File: config.mk
export PLATFORM = sky130hd
export DESIGN_NAME = approx_mult_error_monitor_flat
export DESIGN_NICKNAME = d
export VERILOG_FILES = /design/src/rtl/approx_mult_error_monitor_if.sv /design/src/rtl/approx_mult_error_monitor.sv /design/src/flat_wrapper.sv
export SDC_FILE = /design/constraint.sdc
export NUM_CORES = 1
export LEC_CHECK = 0
export ABC_CLOCK_PERIOD_IN_PS = 2900
export CORE_ASPECT_RATIO = 1.2
export CORE_MARGIN = 5
export CORE_UTILIZATION = 46
export DETAILED_ROUTE_END_ITERATION = 10
export MAX_ROUTING_LAYER = met4
export PLACE_DENSITY = 0.71
export SLEW_MARGIN = 5
export SYNTH_ARGS = -nofsm -noshare
export SYNTH_HDL_FRONTEND = slang
export SYNTH_SLANG_ARGS = --single-unit
File: constraint.sdc
create_clock -name clk -period 2.9 [get_ports clk]
set_input_delay 0.29 -clock clk [delete_from_list [all_inputs] [get_ports clk]]
set_output_delay 0.29 -clock clk [all_outputs]
set_load 0.005 [all_outputs]
File: src/rtl/approx_mult_error_monitor_if.sv
// Sample stream from an approximate multiplier under test: operands,
// approximate product and a valid/ready handshake.
interface approx_mult_error_monitor_if #(
    parameter int WIDTH = 8
);
    logic                 in_valid;
    logic                 in_ready;
    logic [WIDTH-1:0]     a;
    logic [WIDTH-1:0]     b;
    logic [2*WIDTH-1:0]   p_apprx;

    modport master (output in_valid, a, b, p_apprx, input in_ready);
    modport slave  (input in_valid, a, b, p_apprx, output in_ready);
endinterface

File: src/rtl/approx_mult_error_monitor.sv
// Error-statistics monitor for an N-bit approximate multiplier.
// Forms the exact product, compares it with the streamed approximate
// product and accumulates error count, sum |ED| and max |ED| over a run
// of num_samples samples. Two-stage pipeline: exact product, then |ED|.
// Optional macro APPROX_MON_SIGNED_SUM_EN adds a saturating signed sum of
// (exact - p_apprx) for bias measurement.
module approx_mult_error_monitor #(
    parameter int WIDTH = 8,
    parameter int CNT_W = 24,
    parameter int SUM_W = 2*WIDTH+CNT_W
) (
    input  logic                        clk,
    input  logic                        rst_n,
    input  logic                        start,
    input  logic [CNT_W-1:0]            num_samples,
    approx_mult_error_monitor_if.slave  smp,
    output logic                        busy,
    output logic                        done,
    output logic [CNT_W-1:0]            sample_count,
    output logic [CNT_W-1:0]            err_count,
    output logic [SUM_W-1:0]            sum_ed_abs,
    output logic [2*WIDTH-1:0]          max_ed
`ifdef APPROX_MON_SIGNED_SUM_EN
    ,
    output logic signed [SUM_W:0]       sum_ed_signed
`endif
);
    localparam int PW = 2*WIDTH;
    // Adder wide enough that neither operand nor the carry is lost before saturation.
    localparam int AW = ((SUM_W > PW) ? SUM_W : PW) + 1;
    localparam logic [AW-1:0] SUM_MAX = AW'({SUM_W{1'b1}});

    typedef enum logic [1:0] {IDLE, RUN, DRAIN, DONE} state_t;

    state_t             state;
    logic [CNT_W-1:0]   n_lat;
    logic               ready_q;
    logic               accept;
    logic               clr;
    logic [2:1]         vld_pipe;
    logic [PW-1:0]      exact1;
    logic [PW-1:0]      papx1;
    logic [PW:0]        diff;
    logic [PW:0]        neg_diff;
    logic [PW-1:0]      abs2;
    logic               mis2;
    logic [AW-1:0]      sum_nxt;

    assign smp.in_ready = ready_q;
    assign accept       = smp.in_valid & ready_q;
    assign clr          = start && (state == IDLE);

    // Signed difference one bit wider than the product, so the sign is never lost.
    assign diff     = {1'b0, exact1} - {1'b0, papx1};
    assign neg_diff = -diff;
    assign sum_nxt  = AW'(sum_ed_abs) + AW'(abs2);

`ifdef APPROX_MON_SIGNED_SUM_EN
    localparam int SW = ((SUM_W > PW) ? SUM_W : PW) + 2;
    localparam logic signed [SW-1:0] SMAX = $signed({{(SW-SUM_W){1'b0}}, {SUM_W{1'b1}}});
    localparam logic signed [SW-1:0] SMIN = $signed({{(SW-SUM_W){1'b1}}, {SUM_W{1'b0}}});
    logic signed [PW:0]     sed2;
    logic signed [SW-1:0]   ssum_nxt;
    assign ssum_nxt = $signed({{(SW-SUM_W-1){sum_ed_signed[SUM_W]}}, sum_ed_signed})
                    + $signed({{(SW-PW-1){sed2[PW]}}, sed2});
`endif

    // Run control: IDLE -> RUN -> DRAIN -> DONE, all outputs registered.
    always_ff @(posedge clk or negedge rst_n) begin
        if (!rst_n) begin
            state   <= IDLE;
            n_lat   <= '0;
            ready_q <= 1'b0;
            busy    <= 1'b0;
            done    <= 1'b0;
        end else begin
            done <= 1'b0;
            case (state)
                IDLE: if (start) begin
                    n_lat <= num_samples;
                    if (num_samples != '0) begin
                        state   <= RUN;
                        ready_q <= 1'b1;
                        busy    <= 1'b1;
                    end else begin
                        state <= DONE;
                        done  <= 1'b1;
                    end
                end
                RUN: if (accept && (sample_count + CNT_W'(1) == n_lat)) begin
                    ready_q <= 1'b0;
                    state   <= DRAIN;
                end
                // Stage 1 empty means stage 2 retires its last sample at this edge.
                DRAIN: if (!vld_pipe[1]) begin
                    state <= DONE;
                    busy  <= 1'b0;
                    done  <= 1'b1;
                end
                default: state <= IDLE;
            endcase
        end
    end

    // Two-stage datapath: exact product, then |ED| and mismatch flag.
    always_ff @(posedge clk or negedge rst_n) begin
        if (!rst_n) begin
            vld_pipe <= '0;
            exact1   <= '0;
            papx1    <= '0;
            abs2     <= '0;
            mis2     <= 1'b0;
`ifdef APPROX_MON_SIGNED_SUM_EN
            sed2     <= '0;
`endif
        end else begin
            vld_pipe[1] <= accept;
            vld_pipe[2] <= vld_pipe[1];
            exact1      <= PW'(smp.a) * PW'(smp.b);
            papx1       <= smp.p_apprx;
            abs2        <= diff[PW] ? neg_diff[PW-1:0] : diff[PW-1:0];
            mis2        <= (exact1 != papx1);
`ifdef APPROX_MON_SIGNED_SUM_EN
            sed2        <= $signed(diff);
`endif
        end
    end

    // Statistics: cleared on accepted start, updated as samples leave stage 2.
    always_ff @(posedge clk or negedge rst_n) begin
        if (!rst_n) begin
            sample_count  <= '0;
            err_count     <= '0;
            sum_ed_abs    <= '0;
            max_ed        <= '0;
`ifdef APPROX_MON_SIGNED_SUM_EN
            sum_ed_signed <= '0;
`endif
        end else if (clr) begin
            sample_count  <= '0;
            err_count     <= '0;
            sum_ed_abs    <= '0;
            max_ed        <= '0;
`ifdef APPROX_MON_SIGNED_SUM_EN
            sum_ed_signed <= '0;
`endif
        end else begin
            if (accept) sample_count <= sample_count + CNT_W'(1);
            if (vld_pipe[2]) begin
                if (mis2 && (err_count != '1)) err_count <= err_count + CNT_W'(1);
                if (sum_nxt > SUM_MAX) sum_ed_abs <= '1;
                else                   sum_ed_abs <= sum_nxt[SUM_W-1:0];
                if (abs2 > max_ed)     max_ed <= abs2;
`ifdef APPROX_MON_SIGNED_SUM_EN
                if (ssum_nxt > SMAX)      sum_ed_signed <= $signed({1'b0, {SUM_W{1'b1}}});
                else if (ssum_nxt < SMIN) sum_ed_signed <= $signed({1'b1, {SUM_W{1'b0}}});
                else                      sum_ed_signed <= $signed(ssum_nxt[SUM_W:0]);
`endif
            end
        end
    end
endmodule

File: src/flat_wrapper.sv
// flat-port wrapper written by rule: the top's interface ports become plain ports
module approx_mult_error_monitor_flat 
#(
    parameter int WIDTH = 8,
    parameter int CNT_W = 24,
    parameter int SUM_W = 2*WIDTH+CNT_W
)
  (clk, rst_n, start, num_samples, busy, done, sample_count, err_count, sum_ed_abs, max_ed, smp_in_valid, smp_a, smp_b, smp_p_apprx, smp_in_ready);
  approx_mult_error_monitor_if #(.WIDTH(WIDTH)) smp_i ();
  input  logic clk;
  input  logic rst_n;
  input  logic start;
  input  logic [CNT_W-1:0] num_samples;
  output logic busy;
  output logic done;
  output logic [CNT_W-1:0] sample_count;
  output logic [CNT_W-1:0] err_count;
  output logic [SUM_W-1:0] sum_ed_abs;
  output logic [2*WIDTH-1:0] max_ed;
  input wire logic [$bits(smp_i.in_valid)-1:0] smp_in_valid;
  input wire logic [$bits(smp_i.a)-1:0] smp_a;
  input wire logic [$bits(smp_i.b)-1:0] smp_b;
  input wire logic [$bits(smp_i.p_apprx)-1:0] smp_p_apprx;
  output wire logic [$bits(smp_i.in_ready)-1:0] smp_in_ready;
  assign smp_i.in_valid = smp_in_valid;
  assign smp_i.a = smp_a;
  assign smp_i.b = smp_b;
  assign smp_i.p_apprx = smp_p_apprx;
  assign smp_in_ready = smp_i.in_ready;
  approx_mult_error_monitor #(.WIDTH(WIDTH), .CNT_W(CNT_W), .SUM_W(SUM_W)) u_core (.clk(clk), .rst_n(rst_n), .start(start), .num_samples(num_samples), .smp(smp_i), .busy(busy), .done(done), .sample_count(sample_count), .err_count(err_count), .sum_ed_abs(sum_ed_abs), .max_ed(max_ed));
endmodule
==> metrics.log, run 1 <==
[metrics] Worst Hold Launch: smp_p_apprx[14]
[metrics] unrepaired setup endpoints after global routing: true
[metrics] number of placed I/O pins: 167
[metrics] Row Count: 67
[metrics] area of the die: 0.0313 mm2
[metrics] vias per std cell: 5.53
[metrics] wire length of the first global-routing pass: 55.6 mm
[metrics] number of instances in the synthesized netlist: ~1.4k
[metrics] worst endpoint required time: around 3200 ps
[metrics] Reg2Reg Capture Point: u_core.sum_ed_abs[32]
[metrics] most common cell after layout, fill and taps aside: sky130_fd_sc_hd__dfrtp_1
[metrics] Buffers & Inverters on Critical Path: 5
[metrics] fraction of layout cells with a size suffix above 1: 0.211
[metrics] WS Path Type: in -> reg
[metrics] vias after detailed routing: 11.4k
[metrics] met1 usage: 0.251
[metrics] TritonCTS clock tree: done
[metrics] worst path arrival time: 4130 ps
[metrics] ant diodes: 0
[metrics] die outline width: 162 um
[metrics] Layout Skew: 7.11 ps
[metrics] detailed-placement wirelength estimate: 26.1 mm
[metrics] Hold Vio Cnt, Final: 0
[metrics] Final Cell Area: around 0.017 mm2
[metrics] static leakage: 7.89 nW
[metrics] die height: 193 um
[metrics] number of warnings reported in the yosys synthesis log: 0
[metrics] number of buffers created by CTS: 17
[metrics] final worst hold slack: between 200 and 300 ps
[metrics] worst-margin pin slew: 805 ps
[metrics] time the final worst path needs with I/O delays and setup: 3810 ps
[metrics] Root Driver: sky130_fd_sc_hd__clkbuf_16
[metrics] sequential area share after synthesis: 0.360
[metrics] core box area: 0.0277 mm2
[metrics] violations in the final reports: negative setup slack
[metrics] Hold Crit Endpoint: u_core.papx1[14]
[metrics] number of library cell types mapped by synthesis: 89
[metrics] CTS clk-pin slew, worst paths: 70 ps
[metrics] initial core utilization: 0.463
[metrics] crit-path max FO: 3
[metrics] Post-Synthesis Mean Instance Area: 9.10 um2
[metrics] number of routed nets with antenna violations: 0
[metrics] via count of the first global-routing pass: 11.5k
[metrics] most prevalent standard cell on the critical path: sky130_fd_sc_hd__fa_1
[metrics] slack of the worst reg-to-reg path: -90 ps
[metrics] number of detailed-routing iterations run before antenna repair: 5
[metrics] slowest library cell on the worst path: sky130_fd_sc_hd__fa_1
[metrics] wire per inst: around 17 um
[metrics] maximum number of pins on one net before global-route repair: 95
[metrics] global-route track usage on met2: 0.403
[metrics] Port Buffers: 166
[metrics] critical path, cell by cell: buf_8 -> and2_4 -> fa_1 -> inv_2 -> fa_1 -> inv_2 -> fa_1 -> inv_1 -> fa_1 -> inv_2 -> ha_4 -> a21boi_4 -> o21ai_2 -> a21oi_2 -> a41o_1 -> o41a_1 -> xnor2_1
[metrics] status: complete, but fails checks
[metrics] number of failing setup endpoints in the final timing report: 15
[metrics] top achievable clock speed: 262 MHz
[metrics] Slew headroom: 0.449
[metrics] Post-synth top flop: sky130_fd_sc_hd__dfrtp_1
[metrics] Min-Delay Path Depth: 1
[metrics] Detailed Route WL: 35.2 mm
[metrics] final period utilization: 1.31
[metrics] number of inserted filler cells in the final layout: 2278
[metrics] startpoint class of the critical path: primary input
[metrics] worst vdd ir: 0.424 mV
[metrics] total placed instance area: 0.0159 mm2
[metrics] Critical Path Max Stage Delay: approximately 550 ps
[metrics] gpl congestion: 0.919
[metrics] GR Overflow Total: 0
[metrics] CTS HTree Levels: 4
[metrics] initial antenna violation count: 0
[metrics] Area Overhead vs Synth: 35.6%
[metrics] Post-Syn Area: 0.0128 mm2
[metrics] setup slack of the critical path after layout: -910 ps
[metrics] maximum number of buffers from clock root to sink: 2
[metrics] share of synthesized registers carrying an async set or reset: 1.00
[metrics] fin. max-slew vios: 0
[metrics] leading cell types in the layout, fill and taps excluded: sky130_fd_sc_hd__dfrtp_1 (183), sky130_fd_sc_hd__nand2_1 (166), sky130_fd_sc_hd__clkdlybuf4s50_1 (149), sky130_fd_sc_hd__buf_4 (146), sky130_fd_sc_hd__inv_1 (107)
[metrics] count of clock tree sinks: 184
[metrics] class of the tightest hold or removal check: in -> reg
[metrics] clock insertion delay at the later pin of the skew report: about 440 ps
[metrics] Synth Net Count: 1596
[metrics] register bit total from synthesis: 184
[metrics] NumNets Final: 1901
[metrics] number of maximum-capacitance constraint violations: 0
[metrics] length in cells of the worst reg-to-reg path: 12
[metrics] number of enable flip-flop cells after synthesis: 0
[metrics] met3 usage in global routing: 0.0442
[metrics] Most Crowded Layer GR: met2
[metrics] Worst R2R Start: u_core.abs2[0]
[metrics] Cell Pwr Density: 909 mW/mm2
[metrics] Overall Global Routing Usage: 0.224
[metrics] Crit path max-delay family: adder cells
[metrics] DRC Markers: 0
[metrics] Critical Path End Type: flip-flop
[metrics] first-iteration detailed-routing DRC count: 579
state kept, by name (all words and copies together), names as in the netlist, 2 cells and up:
signal / count
u_core.sum_ed_abs: 40
u_core.exact1: 16
u_core.sample_count: 24
u_core.max_ed: 16
u_core.abs2: 16
u_core.err_count: 24
u_core.vld_pipe: 2
u_core.state: 2
u_core.papx1: 16
u_core.n_lat: 24
layer usage:
metal	share of wire	vias up
met4	0.023	0
met2	0.52	269
met1	0.40	5627
li1	-	5485
met3	0.051	65
met5	0	-
cell type report:
| cell class | count | area [um2] | area share |
|---|---|---|---|
| clock buffer | 19 | 443 | 0.0255 |
| clock inverter | 12 | 128 | 0.00735 |
| timing repair buffer | 333 | 3000 | 0.173 |
| multi-input combinational | 1055 | 8290 | 0.478 |
| inverter | 121 | 454 | 0.0262 |
| tap | 345 | 432 | 0.0249 |
| sequential | 184 | 4610 | 0.265 |
Yosys cell counts, drive strengths merged (28+ instances only):
library cell  number  area, um2
a31oi             34        213
nor3              30        150
xor2              47        412
ha                91       1140
fa                38        761
inv              120        450
and2              64        400
o21ai             57        285
clkbuf            34        129
nand3             39        195
xnor2             68        596
dfrtp            184       4600
a21oi             44        220
nand4             28        196
nand2            169        644
nor2             108        408
report_power, final:
group	internal (mW)	total, mW	switching, mW
sequential	3.29	3.94	0.651
combinational	4.77	9.54	4.77
clock	1.28	2.30	1.02
through the flow:
stage	instances	power (mW)	worst slack [ps]	setup TNS (ps)	utilization
2_1_floorplan	1407	9.24	-1050	-5380	-
3_3_place_gp	2006	12.0	-1730	-14690	0.574
3_5_place_dp	2006	12.3	-1790	-15730	0.574
4_1_cts	2053	15.2	-906	-5800	0.607
5_1_grt	2069	17.0	-999	-8980	0.627
6_report	2069	15.8	-910	-5620	0.627
worst max-delay path by stage:
| stage | slack [ps] | startpoint | endpoint | cells past startpoint |
|---|---|---|---|---|
| 2_1_floorplan | -1050 | smp_b[2] | u_core.exact1[15] | 16 |
| 3_3_place_gp | -1730 | smp_a[2] | u_core.exact1[15] | 16 |
| 3_5_place_dp | -1790 | smp_b[3] | u_core.exact1[15] | 17 |
| 4_1_cts | -910 | smp_b[3] | u_core.exact1[15] | 17 |
| 5_1_grt | -1000 | smp_a[3] | u_core.exact1[15] | 17 |
| 6_report | -910 | smp_a[3] | u_core.exact1[15] | 17 |
repair_timing:
action / 4_1_cts / 5_1_grt
endpoints found under the setup margin: 48 / 65
setup buffers: 15 / 18
hold endpoints to repair: 67 / 0
pin swaps: 52 / 88
gates resized for setup: 100 / 109
hold buffers: 1 / 0
cloned: 0 / 1
logic make-up (layout without fill, tap and decap cells):
group	count (synthesis)	after routing	share of synthesized area
flops	184	184	0.360
mux	18	18	0.0141
buf+inv	168	485	0.0537
simple gates	536	536	0.209
xor+xnor	116	116	0.0804
fa+ha+maj	129	129	0.148
compound gates	256	256	0.134
worst reg2reg max path, cell delays in order, from the launching register on:
cell                       delay, ps
sky130_fd_sc_hd__dfrtp_1         380
sky130_fd_sc_hd__ha_2            200
sky130_fd_sc_hd__inv_2            40
sky130_fd_sc_hd__fa_2            350
sky130_fd_sc_hd__nor2b_1         130
sky130_fd_sc_hd__o21ai_1          90
sky130_fd_sc_hd__a2111o_1        460
sky130_fd_sc_hd__and3_4          190
sky130_fd_sc_hd__o32ai_4         270
sky130_fd_sc_hd__nor3b_4         380
sky130_fd_sc_hd__buf_6           160
sky130_fd_sc_hd__and3_4          170
sky130_fd_sc_hd__nor3_2           30
Note: power is estimated with default switching activity, not from simulation.
==> run 2: changes to the inputs <==
Settings changed: PLACE_DENSITY 0.71 to not set, PLACE_DENSITY_LB_ADDON set to 0.25.
==> metrics.log, run 2 (synthesis results as in run 1) <==
[metrics] Layout Skew: 15.1 ps (+8.03 ps)
[metrics] worst vdd ir: 0.461 mV (+8.7%)
[metrics] die height: 193 um (unchanged)
[metrics] number of routed nets with antenna violations: 0 (unchanged)
[metrics] vias after detailed routing: 11.4k (-0.73%)
[metrics] clock insertion delay at the later pin of the skew report: 440 ps (about the same)
[metrics] detailed-placement wirelength estimate: 26.1 mm (+0.16%)
[metrics] Area Overhead vs Synth: 36.2%
[metrics] worst-margin pin slew: 834 ps (+28.6 ps)
[metrics] vias per std cell: 5.48 (-1.0%)
[metrics] number of maximum-capacitance constraint violations: 0 (unchanged)
[metrics] status: complete, but fails checks
[metrics] wire per inst: 16.9 um (-0.36%)
[metrics] leading cell types in the layout, fill and taps excluded: sky130_fd_sc_hd__dfrtp_1 (183), sky130_fd_sc_hd__nand2_1 (165), sky130_fd_sc_hd__clkdlybuf4s50_1 (149), sky130_fd_sc_hd__buf_4 (145), sky130_fd_sc_hd__inv_1 (107)
[metrics] number of placed I/O pins: 167 (unchanged)
[metrics] final worst hold slack: 288 ps (-0.468 ps)
[metrics] CTS HTree Levels: 4 (unchanged)
[metrics] first-iteration detailed-routing DRC count: 631 (+9.0%)
[metrics] number of failing setup endpoints in the final timing report: 16 (+1)
[metrics] fraction of layout cells with a size suffix above 1: 0.213 (+0.00274)
[metrics] die outline width: 162 um (unchanged)
[metrics] via count of the first global-routing pass: 11.4k (-0.55%)
[metrics] GR Overflow Total: 0 (unchanged)
[metrics] core box area: 0.0277 mm2 (unchanged)
[metrics] WS Path Type: in -> reg
[metrics] Critical Path End Type: flip-flop
[metrics] Row Count: 67 (unchanged)
[metrics] final period utilization: 1.29 (-0.0190)
[metrics] violations in the final reports: negative setup slack
[metrics] CTS clk-pin slew, worst paths: 70 ps (about the same)
[metrics] Port Buffers: 166 (unchanged)
[metrics] class of the tightest hold or removal check: in -> reg
[metrics] initial core utilization: 0.463 (unchanged)
[metrics] unrepaired setup endpoints after global routing: true
[metrics] NumNets Final: 1906 (+0.26%)
[metrics] top achievable clock speed: 266 MHz (+1.5%)
[metrics] initial antenna violation count: 0 (unchanged)
[metrics] gpl congestion: 0.917 (-0.22%)
[metrics] DRC Markers: 0 (unchanged)
[metrics] dpl ws: -1770 ps (+17.4 ps)
[metrics] ant diodes: 0 (unchanged)
[metrics] time the final worst path needs with I/O delays and setup: 3760 ps (-55.1 ps)
[metrics] Largest Register: u_core.sum_ed_abs
[metrics] worst endpoint required time: 3220 ps (about the same)
[metrics] Root Driver: sky130_fd_sc_hd__clkbuf_16
[metrics] total power: 15.9 mW (+0.93%)
[metrics] area of the die: 0.0313 mm2 (unchanged)
[metrics] Post-Route Utilization: 0.630 (+0.00294)
[metrics] maximum number of pins on one net before global-route repair: 95 (unchanged)
[metrics] number of detailed-routing iterations run before antenna repair: 5 (unchanged)
[metrics] TritonCTS clock tree: done
[metrics] fin. max-slew vios: 0 (unchanged)
[metrics] most common cell after layout, fill and taps aside: sky130_fd_sc_hd__dfrtp_1
[metrics] Slew headroom: 0.444 (-0.00516)
[metrics] number of inserted filler cells in the final layout: 2271 (-0.31%)
[metrics] final sum of negative setup slack: -5960 ps (-338 ps)
[metrics] wire length of the first global-routing pass: 56.2 mm (+1.1%)
[metrics] Overall Global Routing Usage: 0.226 (+0.00223)
[metrics] maximum number of buffers from clock root to sink: 2 (unchanged)
[metrics] crit-path max FO: 2 (-1)
[metrics] number of buffers created by CTS: 17 (unchanged)
[metrics] Cell Pwr Density: 913 mW/mm2 (+0.46%)
[metrics] static leakage: 7.97 nW (+0.97%)
[metrics] count of clock tree sinks: 184 (unchanged)
[metrics] worst path arrival time: 4080 ps (-50 ps)
[metrics] setup slack of the critical path after layout: -855 ps (+55.1 ps)
[metrics] startpoint class of the critical path: primary input
[metrics] max reg flops: 40 (unchanged)
[metrics] Hold Vio Cnt, Final: 0 (unchanged)
[metrics] Detailed Route WL: 35.2 mm (about the same)
## run 2: per-stage QoR
step,std cells,cell area (um2)
floorplan,1407,13000
global placement,2009,15900
detailed placement,2009,15900
CTS,2064,16900
global route,2075,17400
finish,2075,17400
## run 2: per-layer routing
metal / vias up / global-route usage / part of all wire
met5: - / - / 0
met3: 43 / 0.0389 / 0.051
met4: 0 / 0.0576 / 0.017
li1: 5499 / - / -
met2: 273 / 0.400 / 0.52
met1: 5548 / 0.269 / 0.41
## run 2: repair_timing
action                     in CTS  in global routing
setup endpoints to repair      48                 52
pin swaps                      69                 81
hold endpoints to repair       58                  0
hold buffers                    1                  0
resized for setup             121                 96
setup buffers                  22                 12
cloned                          0                  0
## run 2: worst paths after layout
kind / start / endpoint / slack (ps) / cells past startpoint
max: smp_b[3] / u_core.exact1[14] / -860 / 18
min: smp_p_apprx[12] / u_core.papx1[12] / 290 / 1
max reg2reg: u_core.abs2[0] / u_core.sum_ed_abs[20] / -60 / 12
min reg2reg: u_core.vld_pipe[1] / u_core.vld_pipe[2] / 440 / 0
max in group asynchronous: rst_n / u_core.err_count[3] / 1720 / 3
min in group asynchronous: rst_n / u_core.sum_ed_abs[26] / 400 / 2
## run 2: cell type report
cell class / instances / area [um2] / share of cell area
clock buffer: 20 / 457 / 0.0262
clock inverter: 12 / 149 / 0.00854
inverter: 121 / 454 / 0.0260
multi-input combinational: 1055 / 8290 / 0.475
sequential: 184 / 4610 / 0.264
tap: 345 / 432 / 0.0248
timing repair buffer: 338 / 3050 / 0.175
## run 2: power breakdown
group	total (mW)	internal [mW]	leakage, nW	switching, mW
logic	9.57	4.81	5.34	4.75
registers	3.94	3.29	2.34	0.644
clock network	2.42	1.40	0.288	1.02
## run 2: critical path: stages
cell,delay (ps)
sky130_fd_sc_hd__buf_8,90
sky130_fd_sc_hd__and2_4,150
sky130_fd_sc_hd__fa_1,530
sky130_fd_sc_hd__inv_1,50
sky130_fd_sc_hd__fa_1,520
sky130_fd_sc_hd__inv_2,40
sky130_fd_sc_hd__fa_1,490
sky130_fd_sc_hd__inv_1,50
sky130_fd_sc_hd__fa_1,520
sky130_fd_sc_hd__inv_2,50
sky130_fd_sc_hd__ha_4,230
sky130_fd_sc_hd__buf_4,130
sky130_fd_sc_hd__buf_6,110
sky130_fd_sc_hd__a21boi_4,140
sky130_fd_sc_hd__o22ai_4,180
sky130_fd_sc_hd__o21ai_4,100
sky130_fd_sc_hd__o41ai_4,300
sky130_fd_sc_hd__xnor2_1,110
==> run 3: changes to the inputs <==
Settings changed: ABC_AREA set to 1, CORE_UTILIZATION 46 to 30.
==> metrics.log, run 3 <==
[metrics] unrepaired setup endpoints after global routing: true
[metrics] GR Overflow Total: 0 (unchanged)
[metrics] setup slack of the critical path after layout: -616 ps (+239 ps)
[metrics] Synth Net Count: 2059 (+29%)
[metrics] Synth top area share: 0.337 (-0.0228)
[metrics] post-synth top area cell: sky130_fd_sc_hd__dfrtp_1
[metrics] WS Path Type: in -> reg
[metrics] Largest Register: u_core.sum_ed_abs
[metrics] number of inserted filler cells in the final layout: 4654 (+100%)
[metrics] Post-Synthesis Mean Instance Area: 7.31 um2 (-20%)
[metrics] Layout Skew: 16.9 ps (+1.77 ps)
[metrics] vias after detailed routing: 12.8k (+13%)
[metrics] CTS HTree Levels: 4 (unchanged)
[metrics] final sum of negative setup slack: -3760 ps (+2200 ps)
[metrics] Most Crowded Layer GR: met2
[metrics] count of clock tree sinks: 184 (unchanged)
[metrics] number of routed nets with antenna violations: 0 (unchanged)
[metrics] met1 usage: 0.201 (-0.0679)
[metrics] sequential area share after synthesis: 0.337 (-0.0228)
[metrics] TritonCTS clock tree: done
[metrics] top achievable clock speed: 284 MHz (+6.8%)
[metrics] first-iteration detailed-routing DRC count: 678 (+7.4%)
[metrics] worst vdd ir: 0.426 mV (-7.5%)
[metrics] Overall Global Routing Usage: 0.172 (-0.0547)
[metrics] maximum number of pins on one net before global-route repair: 72 (-24%)
[metrics] leading cell types in the layout, fill and taps excluded: sky130_fd_sc_hd__nand2_1 (495), sky130_fd_sc_hd__inv_1 (283), sky130_fd_sc_hd__dfrtp_1 (184), sky130_fd_sc_hd__clkdlybuf4s50_1 (149), sky130_fd_sc_hd__nor2_1 (129)
[metrics] Root Driver: sky130_fd_sc_hd__clkbuf_16
[metrics] initial antenna violation count: 0 (unchanged)
[metrics] Post-Route Utilization: 0.389 (-0.242)
[metrics] maximum number of buffers from clock root to sink: 2 (unchanged)
[metrics] number of warnings reported in the yosys synthesis log: 0 (unchanged)
[metrics] worst-margin pin slew: 803 ps (-31.1 ps)
[metrics] vias per std cell: 4.73 (-14%)
[metrics] wire per inst: 15.1 um (-11%)
[metrics] total placed instance area: 0.0166 mm2 (+4.5%)
[metrics] number of library cell types mapped by synthesis: 55 (-38%)
[metrics] worst endpoint required time: 3240 ps (+20 ps)
[metrics] number of enable flip-flop cells after synthesis: 0 (unchanged)
[metrics] Post-synth top flop: sky130_fd_sc_hd__dfrtp_1
[metrics] ant diodes: 0 (unchanged)
[metrics] Cell Pwr Density: 813 mW/mm2 (-11%)
[metrics] die height: 244 um (+27%)
[metrics] critical path, cell by cell: buf_8 -> buf_6 -> nand2_2 -> inv_2 -> fa_2 -> fa_1 -> inv_2 -> fa_1 -> fa_1 -> inv_2 -> ha_4 -> inv_2 -> o21bai_1 -> a31oi_2 -> o21bai_4 -> nand3_2 -> nand2_2 -> nand2_2 -> a21oi_2 -> nor2_1 -> xor2_1
[metrics] number of non-filler instances in the completed layout: 2713 (+31%)
[metrics] time the final worst path needs with I/O delays and setup: 3520 ps (-239 ps)
[metrics] Critical Path End Type: flip-flop
[metrics] status: complete, but fails checks
[metrics] DRC Markers: 0 (unchanged)
[metrics] NumNets Final: 2281 (+20%)
[metrics] number of buffers created by CTS: 17 (unchanged)
[metrics] Area Overhead vs Synth: 28.0%
[metrics] share of synthesized registers carrying an async set or reset: 1.00 (unchanged)
[metrics] number of detailed-routing iterations run before antenna repair: 5 (unchanged)
[metrics] Slew headroom: 0.460 (+0.0158)
[metrics] final worst hold slack: 258 ps (-30.4 ps)
[metrics] global-route track usage on met2: 0.305 (-0.0951)
[metrics] Port Buffers: 166 (unchanged)
[metrics] die outline width: 205 um (+26%)
[metrics] wire length of the first global-routing pass: 67.4 mm (+20%)
[metrics] register bit total from synthesis: 184 (unchanged)
[metrics] slowest library cell on the worst path: sky130_fd_sc_hd__fa_1
[metrics] Detailed Route WL: 41.0 mm (+17%)
[metrics] Synth top cells by count: sky130_fd_sc_hd__nand2_1 (518), sky130_fd_sc_hd__inv_1 (309), sky130_fd_sc_hd__dfrtp_1 (184)
[metrics] max reg flops: 40 (unchanged)
[metrics] startpoint class of the critical path: primary input
[metrics] number of instances in the synthesized netlist: 1870 (+33%)
[metrics] number of failing setup endpoints in the final timing report: 9 (-7)
[metrics] most instantiated library cell after synthesis: sky130_fd_sc_hd__nand2_1
[metrics] cell count after placement: 2671 (+33%)
[metrics] final period utilization: 1.21 (-0.0824)
[metrics] leading post-synthesis cells by cell area: sky130_fd_sc_hd__dfrtp_1 (34%), sky130_fd_sc_hd__nand2_1 (14%), sky130_fd_sc_hd__inv_1 (8.5%)
[metrics] core box area: 0.0450 mm2 (+63%)
[metrics] most prevalent standard cell on the critical path: sky130_fd_sc_hd__inv_2
[metrics] Row Count: 85 (+27%)
[metrics] static leakage: 8.47 nW (+6.2%)
[metrics] met3 usage in global routing: 0.0263 (-0.0125)
[metrics] Critical Path Max Stage Delay: 500 ps (-30 ps)
[metrics] detailed-placement wirelength estimate: 33.1 mm (+27%)
[metrics] gpl congestion: 0.928 (+1.3%)
[metrics] violations in the final reports: negative setup slack
[metrics] clock insertion delay at the later pin of the skew report: 470 ps (+30 ps)
[metrics] Hold Vio Cnt, Final: 0 (unchanged)
[metrics] area of the die: 0.0500 mm2 (+60%)
[metrics] CTS clk-pin slew, worst paths: 70 ps (about the same)
[metrics] number of maximum-capacitance constraint violations: 0 (unchanged)
[metrics] most common cell after layout, fill and taps aside: sky130_fd_sc_hd__nand2_1
[metrics] fraction of layout cells with a size suffix above 1: 0.119 (-0.0940)
[metrics] fin. max-slew vios: 0 (unchanged)
[metrics] crit-path max FO: 4 (+2)
[metrics] worst path arrival time: 3860 ps (-220 ps)
[metrics] Post-Syn Area: 0.0137 mm2 (+6.8%)
[metrics] Final Cell Area: 0.0175 mm2 (+0.31%)
[metrics] Crit path max-delay family: adder cells
[metrics] via count of the first global-routing pass: 13.1k (+14%)
[metrics] class of the tightest hold or removal check: in -> reg
[metrics] number of placed I/O pins: 167 (unchanged)
[metrics] initial core utilization: 0.304 (-0.159)
[metrics] Buffers & Inverters on Critical Path: 6 (-1)
run 3: final cells by class:
type | instances | area [um2] | share of cell area
well taps | 609 | 762 | 0.0436
clock buffers | 18 | 439 | 0.0251
multi-input cells | 1329 | 8000 | 0.457
repair buffers | 246 | 2370 | 0.136
inverters | 314 | 1180 | 0.0674
clock inverters | 13 | 139 | 0.00794
flip-flops and latches | 184 | 4600 | 0.263
run 3: path summary, 6_finish.rpt:
| kind | startpoint | endpoint | slack [ps] | cells after the start |
|---|---|---|---|---|
| worst max-delay path | smp_a[2] | u_core.exact1[15] | -620 | 21 |
| worst min-delay path | smp_a[0] | u_core.exact1[0] | 260 | 4 |
| worst max register to register | u_core.sum_ed_abs[0] | u_core.sum_ed_abs[38] | 250 | 19 |
| worst min register to register | u_core.vld_pipe[1] | u_core.vld_pipe[2] | 420 | 0 |
| max in group asynchronous | rst_n | u_core.n_lat[9] | 1540 | 3 |
| min in group asynchronous | rst_n | u_core.sum_ed_abs[1] | 400 | 2 |
run 3: per-stage QoR:
step	power (mW)	setup WS, ps
after floorplan	8.96	-964
final	14.2	-616
after global routing	15.6	-777
after global placement	11.5	-1520
after detailed placement	11.6	-1560
after CTS	14.1	-602
run 3: timing repair:
item / 4_1_cts / 5_1_grt
gates resized for setup: 90 / 64
endpoints found under the setup margin: 12 / 23
buffers inserted: 6 / 4
endpoints found under the hold margin: 64 / 0
pin swaps: 31 / 51
hold buffers: 1 / 0
run 3: worst min-delay path, delay by kind of cell:
| kind | cells | cell delay, ps |
|---|---|---|
| buffers and inverters | 3 | 320 |
| AND/OR/NAND/NOR | 1 | 70 |
run 3: layer usage:
layer	part of all wire	wire length, um
met5	0	0
met4	0.020	825
met3	0.044	1820
met2	0.51	21000
met1	0.42	17400
run 3: power breakdown:
group | switching [mW] | internal (mW) | total, mW
logic | 4.53 | 3.47 | 8.00
registers | 0.583 | 3.26 | 3.85
clock network | 1.15 | 1.23 | 2.38
total | 6.26 | 7.96 | 14.2
run 3: kinds of logic after synthesis:
group / share of synthesized area
buffers and inverters: 0.0989
AND/OR/NAND/NOR: 0.283
flip-flops: 0.337
adder cells (fa/ha/maj): 0.139
AO/OA/AOI/OAI: 0.105
XOR/XNOR: 0.0369
